`src/rtl/jtag_tap_responder.sv`:
```
// -----------------------------------------------------------------------------
// jtag_tap_responder
// TAP-side JTAG responder used to exercise the board-level stimulus sequencer
// without the ASIC attached. It follows the IEEE 1149.1 TAP state machine,
// decodes a 4-bit IR, and drives tdo with IDCODE, debug response data or the
// bypass bit. Every shifted DR payload is captured and reported when the scan
// passes through Update-DR.
//
// Ports
//   jtag_clk_i   TCK, all sampling on the rising edge
//   rst_n        asynchronous active-low reset
//   trstn        asynchronous active-low TAP reset (same effect as rst_n)
//   tms, tdi     TAP inputs
//   resp_data_i  DR payload loaded at Capture-DR when IR == DBG_IR
//   tdo          registered test data out
//   tap_state    current TAP state (IEEE encoding)
//   ir_o         current instruction
//   dr_valid     one-cycle pulse after Update-DR
//   dr_data      captured tdi bits, bit 0 = first shifted bit
//   dr_len       captured bit count, saturates at DR_MAX
//   dr_ir        instruction active for the reported DR
//   dr_overflow  more than DR_MAX bits were shifted
// -----------------------------------------------------------------------------
module jtag_tap_responder #(
    parameter int                  IR_WIDTH  = 4,
    parameter int                  DR_MAX    = 64,
    parameter logic [31:0]         IDCODE    = 32'h1000_0001,
    parameter logic [IR_WIDTH-1:0] IDCODE_IR = 4'h2,
    parameter logic [IR_WIDTH-1:0] DBG_IR    = 4'h8,
    parameter logic [IR_WIDTH-1:0] BYPASS_IR = 4'hF
) (
    input  logic                jtag_clk_i,
    input  logic                rst_n,
    input  logic                trstn,
    input  logic                tms,
    input  logic                tdi,
    input  logic [DR_MAX-1:0]   resp_data_i,
    output logic                tdo,
    output logic [3:0]          tap_state,
    output logic [IR_WIDTH-1:0] ir_o,
    output logic                dr_valid,
    output logic [DR_MAX-1:0]   dr_data,
    output logic [7:0]          dr_len,
    output logic [IR_WIDTH-1:0] dr_ir,
    output logic                dr_overflow
);

    localparam logic [3:0] ST_TLR   = 4'hF;
    localparam logic [3:0] ST_RTI   = 4'hC;
    localparam logic [3:0] ST_SELDR = 4'h7;
    localparam logic [3:0] ST_CAPDR = 4'h6;
    localparam logic [3:0] ST_SHDR  = 4'h2;
    localparam logic [3:0] ST_EX1DR = 4'h1;
    localparam logic [3:0] ST_PSDR  = 4'h3;
    localparam logic [3:0] ST_EX2DR = 4'h0;
    localparam logic [3:0] ST_UPDR  = 4'h5;
    localparam logic [3:0] ST_SELIR = 4'h4;
    localparam logic [3:0] ST_CAPIR = 4'hE;
    localparam logic [3:0] ST_SHIR  = 4'hA;
    localparam logic [3:0] ST_EX1IR = 4'h9;
    localparam logic [3:0] ST_PSIR  = 4'hB;
    localparam logic [3:0] ST_EX2IR = 4'h8;
    localparam logic [3:0] ST_UPIR  = 4'hD;

    localparam logic [7:0]        DR_MAX_C   = 8'(DR_MAX);
    localparam logic [DR_MAX-1:0] IDCODE_EXT = {{(DR_MAX-32){1'b0}}, IDCODE};

    // Either reset input clears the whole responder.
    logic arst_n_s;
    assign arst_n_s = rst_n & trstn;

    logic [3:0]          state_q, state_d;
    logic [IR_WIDTH-1:0] ir_q, ir_d;
    logic [IR_WIDTH-1:0] ir_shift_q, ir_shift_d;
    logic [DR_MAX-1:0]   dr_shift_q, dr_shift_d;
    logic                bypass_q, bypass_d;
    logic [DR_MAX-1:0]   cap_buf_q, cap_buf_d;
    logic [7:0]          cnt_q, cnt_d;
    logic                ovf_q, ovf_d;
    logic                tdo_q, tdo_d;
    logic                dr_valid_q, dr_valid_d;
    logic [DR_MAX-1:0]   dr_data_q, dr_data_d;
    logic [7:0]          dr_len_q, dr_len_d;
    logic [IR_WIDTH-1:0] dr_ir_q, dr_ir_d;
    logic                dr_ovf_q, dr_ovf_d;
    logic                sel_idcode_s, sel_dbg_s, sel_bypass_s;

    // Undefined opcodes fall through to the bypass path.
    assign sel_idcode_s = (ir_q == IDCODE_IR);
    assign sel_dbg_s    = (ir_q == DBG_IR);
    assign sel_bypass_s = (ir_q == BYPASS_IR) || !(sel_idcode_s || sel_dbg_s);

    // TAP controller next-state on tms.
    always_comb begin
        state_d = ST_TLR;
        case (state_q)
            ST_TLR:   state_d = tms ? ST_TLR   : ST_RTI;
            ST_RTI:   state_d = tms ? ST_SELDR : ST_RTI;
            ST_SELDR: state_d = tms ? ST_SELIR : ST_CAPDR;
            ST_CAPDR: state_d = tms ? ST_EX1DR : ST_SHDR;
            ST_SHDR:  state_d = tms ? ST_EX1DR : ST_SHDR;
            ST_EX1DR: state_d = tms ? ST_UPDR  : ST_PSDR;
            ST_PSDR:  state_d = tms ? ST_EX2DR : ST_PSDR;
            ST_EX2DR: state_d = tms ? ST_UPDR  : ST_SHDR;
            ST_UPDR:  state_d = tms ? ST_SELDR : ST_RTI;
            ST_SELIR: state_d = tms ? ST_TLR   : ST_CAPIR;
            ST_CAPIR: state_d = tms ? ST_EX1IR : ST_SHIR;
            ST_SHIR:  state_d = tms ? ST_EX1IR : ST_SHIR;
            ST_EX1IR: state_d = tms ? ST_UPIR  : ST_PSIR;
            ST_PSIR:  state_d = tms ? ST_EX2IR : ST_PSIR;
            ST_EX2IR: state_d = tms ? ST_UPIR  : ST_SHIR;
            ST_UPIR:  state_d = tms ? ST_SELDR : ST_RTI;
            default:  state_d = ST_TLR;
        endcase
    end

    // Per-state datapath actions, keyed on the state held before the edge.
    always_comb begin
        ir_d       = ir_q;
        ir_shift_d = ir_shift_q;
        dr_shift_d = dr_shift_q;
        bypass_d   = bypass_q;
        cap_buf_d  = cap_buf_q;
        cnt_d      = cnt_q;
        ovf_d      = ovf_q;
        tdo_d      = 1'b0;
        dr_valid_d = 1'b0;
        dr_data_d  = dr_data_q;
        dr_len_d   = dr_len_q;
        dr_ir_d    = dr_ir_q;
        dr_ovf_d   = dr_ovf_q;
        case (state_q)
            ST_TLR: begin
                ir_d = IDCODE_IR;
            end
            ST_CAPIR: begin
                ir_shift_d = {{(IR_WIDTH-2){1'b0}}, 2'b01};
            end
            ST_SHIR: begin
                tdo_d      = ir_shift_q[0];
                ir_shift_d = {tdi, ir_shift_q[IR_WIDTH-1:1]};
            end
            ST_UPIR: begin
                ir_d = ir_shift_q;
            end
            ST_CAPDR: begin
                if (sel_idcode_s) begin
                    dr_shift_d = IDCODE_EXT;
                end else if (sel_dbg_s) begin
                    dr_shift_d = resp_data_i;
                end else begin
                    dr_shift_d = '0;
                end
                bypass_d  = 1'b0;
                cap_buf_d = '0;
                cnt_d     = 8'd0;
                ovf_d     = 1'b0;
            end
            ST_SHDR: begin
                if (sel_bypass_s) begin
                    tdo_d    = bypass_q;
                    bypass_d = tdi;
                end else begin
                    tdo_d      = dr_shift_q[0];
                    dr_shift_d = {1'b0, dr_shift_q[DR_MAX-1:1]};
                end
                // Buffer is cleared at capture, so OR-ing in the new bit is safe.
                if (cnt_q < DR_MAX_C) begin
                    cap_buf_d = cap_buf_q | ({{(DR_MAX-1){1'b0}}, tdi} << cnt_q);
                    cnt_d     = cnt_q + 8'd1;
                end else begin
                    ovf_d = 1'b1;
                end
            end
            ST_UPDR: begin
                dr_data_d  = cap_buf_q;
                dr_len_d   = cnt_q;
                dr_ir_d    = ir_q;
                dr_ovf_d   = ovf_q;
                dr_valid_d = 1'b1;
            end
            default: begin
                tdo_d      = 1'b0;
                dr_valid_d = 1'b0;
            end
        endcase
    end

    // State and datapath registers, cleared by either asynchronous reset.
    always_ff @(posedge jtag_clk_i or negedge arst_n_s) begin
        if (!arst_n_s) begin
            state_q    <= ST_TLR;
            ir_q       <= IDCODE_IR;
            ir_shift_q <= '0;
            dr_shift_q <= '0;
            bypass_q   <= 1'b0;
            cap_buf_q  <= '0;
            cnt_q      <= 8'd0;
            ovf_q      <= 1'b0;
            tdo_q      <= 1'b0;
            dr_valid_q <= 1'b0;
            dr_data_q  <= '0;
            dr_len_q   <= 8'd0;
            dr_ir_q    <= '0;
            dr_ovf_q   <= 1'b0;
        end else begin
            state_q    <= state_d;
            ir_q       <= ir_d;
            ir_shift_q <= ir_shift_d;
            dr_shift_q <= dr_shift_d;
            bypass_q   <= bypass_d;
            cap_buf_q  <= cap_buf_d;
            cnt_q      <= cnt_d;
            ovf_q      <= ovf_d;
            tdo_q      <= tdo_d;
            dr_valid_q <= dr_valid_d;
            dr_data_q  <= dr_data_d;
            dr_len_q   <= dr_len_d;
            dr_ir_q    <= dr_ir_d;
            dr_ovf_q   <= dr_ovf_d;
        end
    end

    assign tdo         = tdo_q;
    assign tap_state   = state_q;
    assign ir_o        = ir_q;
    assign dr_valid    = dr_valid_q;
    assign dr_data     = dr_data_q;
    assign dr_len      = dr_len_q;
    assign dr_ir       = dr_ir_q;
    assign dr_overflow = dr_ovf_q;

endmodule

```
`config.mk`:
```
export PLATFORM = sky130hd
export DESIGN_NAME = jtag_tap_responder
export DESIGN_NICKNAME = d
export VERILOG_FILES = /design/src/rtl/jtag_tap_responder.sv
export SDC_FILE = /design/constraint.sdc
export NUM_CORES = 1
export LEC_CHECK = 0
export ABC_AREA = 1
export BUFFER_PORTS_ARGS = -buffer_cell sky130_fd_sc_hd__buf_2
export CAP_MARGIN = 40
export CORE_AREA = 8 8 180 140
export DETAILED_ROUTE_END_ITERATION = 10
export DIE_AREA = 0 0 188 148
export PLACE_DENSITY_LB_ADDON = 0.25
export SLEW_MARGIN = 20
export SYNTH_ARGS = -nofsm -noshare
export SYNTH_HDL_FRONTEND = slang
export SYNTH_SLANG_ARGS = --single-unit
```
`constraint.sdc`:
```
create_clock -name jtag_clk_i -period 20.3 [get_ports jtag_clk_i]
set_input_delay 5.075 -clock jtag_clk_i [delete_from_list [all_inputs] [get_ports jtag_clk_i]]
set_output_delay 5.075 -clock jtag_clk_i [all_outputs]
set_load 0.05 [all_outputs]
```
# [After elaboration in Yosys (flattened, before gate mapping)]
# Cells that the tools add are included.
[op_classes] shifts=1 muxes=30 reduce_logical=14 order_cmp=1 n_eq_ne=22 bitwise_logic=2 div_mod_pow=0 multipliers=0 addsub=1
[ops] op="64-bit 2-to-1 mux" count=4
[ops] op="64-bit one-hot mux with 2 select lines" count=2
[ops] op="64-bit OR" count=1
[ops] op="1-bit by 8-bit left shift with 64-bit output" count=1
[ops] op="4-bit one-hot mux with 12 select lines" count=1
[ops] op="4-bit == test, second input constant" count=10
[ops] op="4-bit by 3-bit == test with 1-bit output, second input constant" count=4
[ops] op="4-bit one-hot mux with 2 select lines" count=2
[ops] op="8-bit one-hot mux with 2 select lines" count=1
[ops] op="4-bit by 2-bit == test with 1-bit output, second input constant" count=3
[ops] op="2-bit 2-to-1 mux" count=6
[ops] op="3-bit 2-to-1 mux" count=4
[ops] op="8-bit by 1-bit adder with 8-bit output, second input constant" count=1
[ops] op="8-bit by 7-bit < comparator with 1-bit output, second input constant" count=1
[ops] op="8-bit 2-to-1 mux" count=1
[ops] op="2-bit inequality test, second input constant" count=4
[ops] op="2-bit AND reduction" count=4
[ops] op="1-bit one-hot mux with 2 select lines" count=3
[ops] op="2-bit nonzero test" count=3
[ops] op="1-bit 2-to-1 mux" count=5
[ops] op="4-bit by 1-bit == test with 1-bit output, second input constant" count=1
[ops] op="4-bit logical NOT" count=1
[ops] op="4-bit 2-to-1 mux" count=1
[ops] op="2-bit OR reduction" count=2
[ops] op="4 further kinds" count=5
[totals] regBits=229 mem_count=0 mem_bits_rw=0 word_cells=85 latch_bits=0 in_bits=69 mem_bits_ro=0

# [Depth between registers and ports, before layout]
[logic_depth] word_depth=6 depth_mapped=10 mapped_depth_nobuf=9

# [Worst setup path after synthesis]
# Ideal clock, no wire load.
[synth_timing] kind="input to register" from="in tdi" to="reg cap_buf_q[22]" stages=6 path_buffers=0 setup_time_ps=73 required_ps=20227 setup_slack_ps=14426 arrival_ps=5801 cell_sequence="inv_1 -> nor3_1 -> nand3_1 -> nor2_1 -> nand2_1 -> a21oi_2"
[synth_between] elab_chain_len=4
[synth_rtl] element="start: declaration" line_no="36" text="input logic tdi,"
[synth_rtl] element="1-bit by 8-bit left shift with 64-bit output" line_no="169" text="cap_buf_d = cap_buf_q | ({{(DR_MAX-1){1'b0}}, tdi} << cnt_q);"
[synth_rtl] element="64-bit OR" line_no="169"
[synth_rtl] element="64-bit 2-to-1 mux" line_no="168" text="if (cnt_q < DR_MAX_C) begin"
[synth_rtl] element="64-bit one-hot mux with 2 select lines" line_no="132" text="case (state_q)"
[synth_rtl] element="end signal: assignment" line_no="212" text="cap_buf_q <= cap_buf_d;"
[synth_rtl] element="end: declaration" line_no="77" text="logic [DR_MAX-1:0] cap_buf_q, cap_buf_d;"
# Every way passes these cells. The select of a mux whose other input is x is not followed.
# A chain may end at the register's enable or synchronous reset.

# [Worst setup path after layout]
[layout_timing] from="reg state_q[3] (netlist: tap_state[3])" to="out tap_state[3]"
[layout_rtl] element="start: declaration" line_no="72" text="logic [3:0] state_q, state_d;"
[layout_rtl] element="start signal: assignment" line_no="207" text="state_q <= state_d;"
[layout_rtl] element="end: declaration" line_no="39" text="output logic [3:0] tap_state,"
# No word-level cell between the ends.

==> out/results.tsv <==
metric	value	unit
status	finished clean	
grt ovf	0	
Core Box Area	22400	µm²
placed inst area	10840	µm²
Synth warnings	0	
CTS Sinks	229	
Fmax	153.3	MHz
top cells by area, synth	dfrtp_1, nand2_1, o21ai_0	
antenna cells	0	
num ports	156	
met3 global-route usage	0.04849	
Setup violations, final	0	
max incr delay on CP	0.63	ns
antenna violations before repair	0	
first-pass GRT wire length	39750	µm
port bufs	155	
crit-path max FO	9	
busiest grt layer	met1	
leakage power	5.836	nW
pwr dens	154.7	nW/µm²
Slew HR	0.5058	
clk buf depth	3	
met2 Use GR	0.2464	
GR Util met1	0.2525	
final instance area	11690	µm²
most common flop cell mapped by yosys	dfrtp_1	
WP data required	15.23	ns
Post-Syn Instances	1170	
area leader, netlist	dfrtp_1	
worst vdd rail ir drop	78.06	µV
chip height	148	µm
Synth Area per Inst	8.428	µm²
critical path cell sequence	buf_2	
area grow syn2layout	18.59	%
Via density	4.915	
clk root buf	clkbuf_16	
fill count	2122	
row count	48	
syn_nets	1240	
pin count of the biggest net entering global routing	96	
Final Cycle Share	0.3213	
Post-synth EDFFs	0	
crit-path leading delay family	flip-flops	
fraction of registers with async set/reset	1.000	
Initial Util	0.4402	
Slew Limit Fails	0	
DP Cell Count	1571	
kind of critical path	flop to primary output	
CP max-delay cell	dfstp_2	
post-DP HPWL	16510	µm
number of CTS-inserted buffers	24	
reg2reg path depth	10	
clock latency on the worst-skew pair	0.51	ns
min-delay worst type	flop to flop	
Worst Path Buf+Inv	1	
setup TNS	0	ns
initial DRC count	534	
share of layout cells above drive strength 1	0.1728	
RSZ-0062 raised after global routing	false	
Final Power	0.001809	W
Final min period	6.523	ns
post-synth cell types	29	
CTS resizes	0	
skew final	0.01192	ns
final hold vios	0	
vias	7933	
Post-CTS Hold Buffers	0	
wire per inst	14.92	µm
Seq/Total Area, Yosys	0.5818	
ANT nets after route	0	
most frequent cell after synthesis	nand2_1	
GRT Util Overall	0.1709	
Worst Hold Path Cells	2	
die area	27820	µm²
synthesized area	9861	µm²
final instance count without filler cells	1614	
CTS tree	built	
# Post-CTS Setup Buffers	0	
clock-pin slew of the registers on the worst-case setup and hold paths	0.06	ns
Synth top cells by count	nand2_1, dfrtp_1, o21ai_0, inv_1, nand3_1	
Yosys top cell area share	0.5685	
nets@finish	1369	
H-tree levels	1	
Hold WS	0.4764	ns
flops & latches, synth	229	
max_cap viols	0	
DRC	0	
Worst-Margin Slew	0.7413	ns
GP Congestion	0.8451	
DRT Pass-1 Iters	7	
vias in the first global route	7521	
CP arrival	1.45	ns
Total Wirelength	24080	µm
Die Wd	188	µm
startpoint types	flop	
CP Capture Type	primary output	
logic depth of the worst path, buffers included	1	
==> logic make-up after synthesis <==
logic type	count (synthesis)	share of synthesized area
fa+ha+maj	1	0.001269
flops	229	0.5818
buf+inv	189	0.08197
simple gates	528	0.2177
compound gates	223	0.1172
==> power breakdown <==
group / switching [W] / total, W / internal [W]
Clock: 0.000173 / 0.000447 / 0.000273
Combinational: 0.000499 / 0.000660 / 0.000160
Sequential: 0.0000779 / 0.000702 / 0.000624
==> cells in the final DEF, fill, tap and decap left out, types with 2 or more instances in the layout <==
master	count
o211ai_1	3
nor3_1	2
nand4_1	9
buf_2	155
o22ai_1	8
o21ai_1	5
clkbuf_16	25
dfstp_2	5
inv_1	117
inv_2	7
nor2_1	69
clkbuf_1	5
clkbuf_8	3
buf_16	5
nor2_4	3
a21oi_2	3
nand2_2	2
nand2_1	357
clkinv_2	3
a21oi_1	60
nand3_1	83
buf_4	5
dfrtp_1	224
bufinv_16	3
o21ai_0	141
==> final timing paths <==
path                                         start                          to  slack (ns)
max                         tap_state[3]$_DFF_PN1_                tap_state[3]       13.78
min                        dr_data[54]$_DFFE_PN0P_     dr_data[54]$_DFFE_PN0P_        0.48
max reg2reg                 tap_state[1]$_DFF_PN1_  dr_shift_q[35]$_DFFE_PN0P_       17.75
min reg2reg                dr_data[54]$_DFFE_PN0P_     dr_data[54]$_DFFE_PN0P_        0.48
max in group asynchronous                    rst_n    cap_buf_q[7]$_DFFE_PN0P_       14.48
min in group asynchronous                    trstn        dr_ir[1]$_DFFE_PN0P_        4.69
==> flip-flops by register name (all words and copies together) (netlist names) <==
name,count
ir_shift_q,4
dr_overflow,1
tdo,1
cap_buf_q,64
dr_shift_q,64
ir_o,4
ovf_q,1
dr_len,8
dr_data,64
tap_state,4
bypass_q,1
dr_valid,1
cnt_q,8
dr_ir,4
==> stage by stage <==
step                setup WS (ns)  utilization
floorplan                   8.934            -
global placement            13.09       0.4789
detailed placement          13.91       0.4839
CTS                         13.77       0.5199
global route                13.74       0.5220
finish                      13.78       0.5220
==> layer usage <==
metal / part of all wire / vias up
li1: - / 3974
met1: 0.50 / 3739
met2: 0.42 / 190
met3: 0.067 / 30
met4: 0.016 / 0
met5: 0 / -
==> final cells by class <==
class                   instances  area (µm²)  share of cell area
clock buffers                  33       685.7             0.05863
clock inverters                 8       121.4             0.01038
inverters                     126       480.5             0.04109
multi-input cells             752        3323              0.2842
flip-flops and latches        229        5737              0.4906
well taps                     300       375.4             0.03210
repair buffers                166       970.9             0.08303
Power figures use the tool's default switching activity.
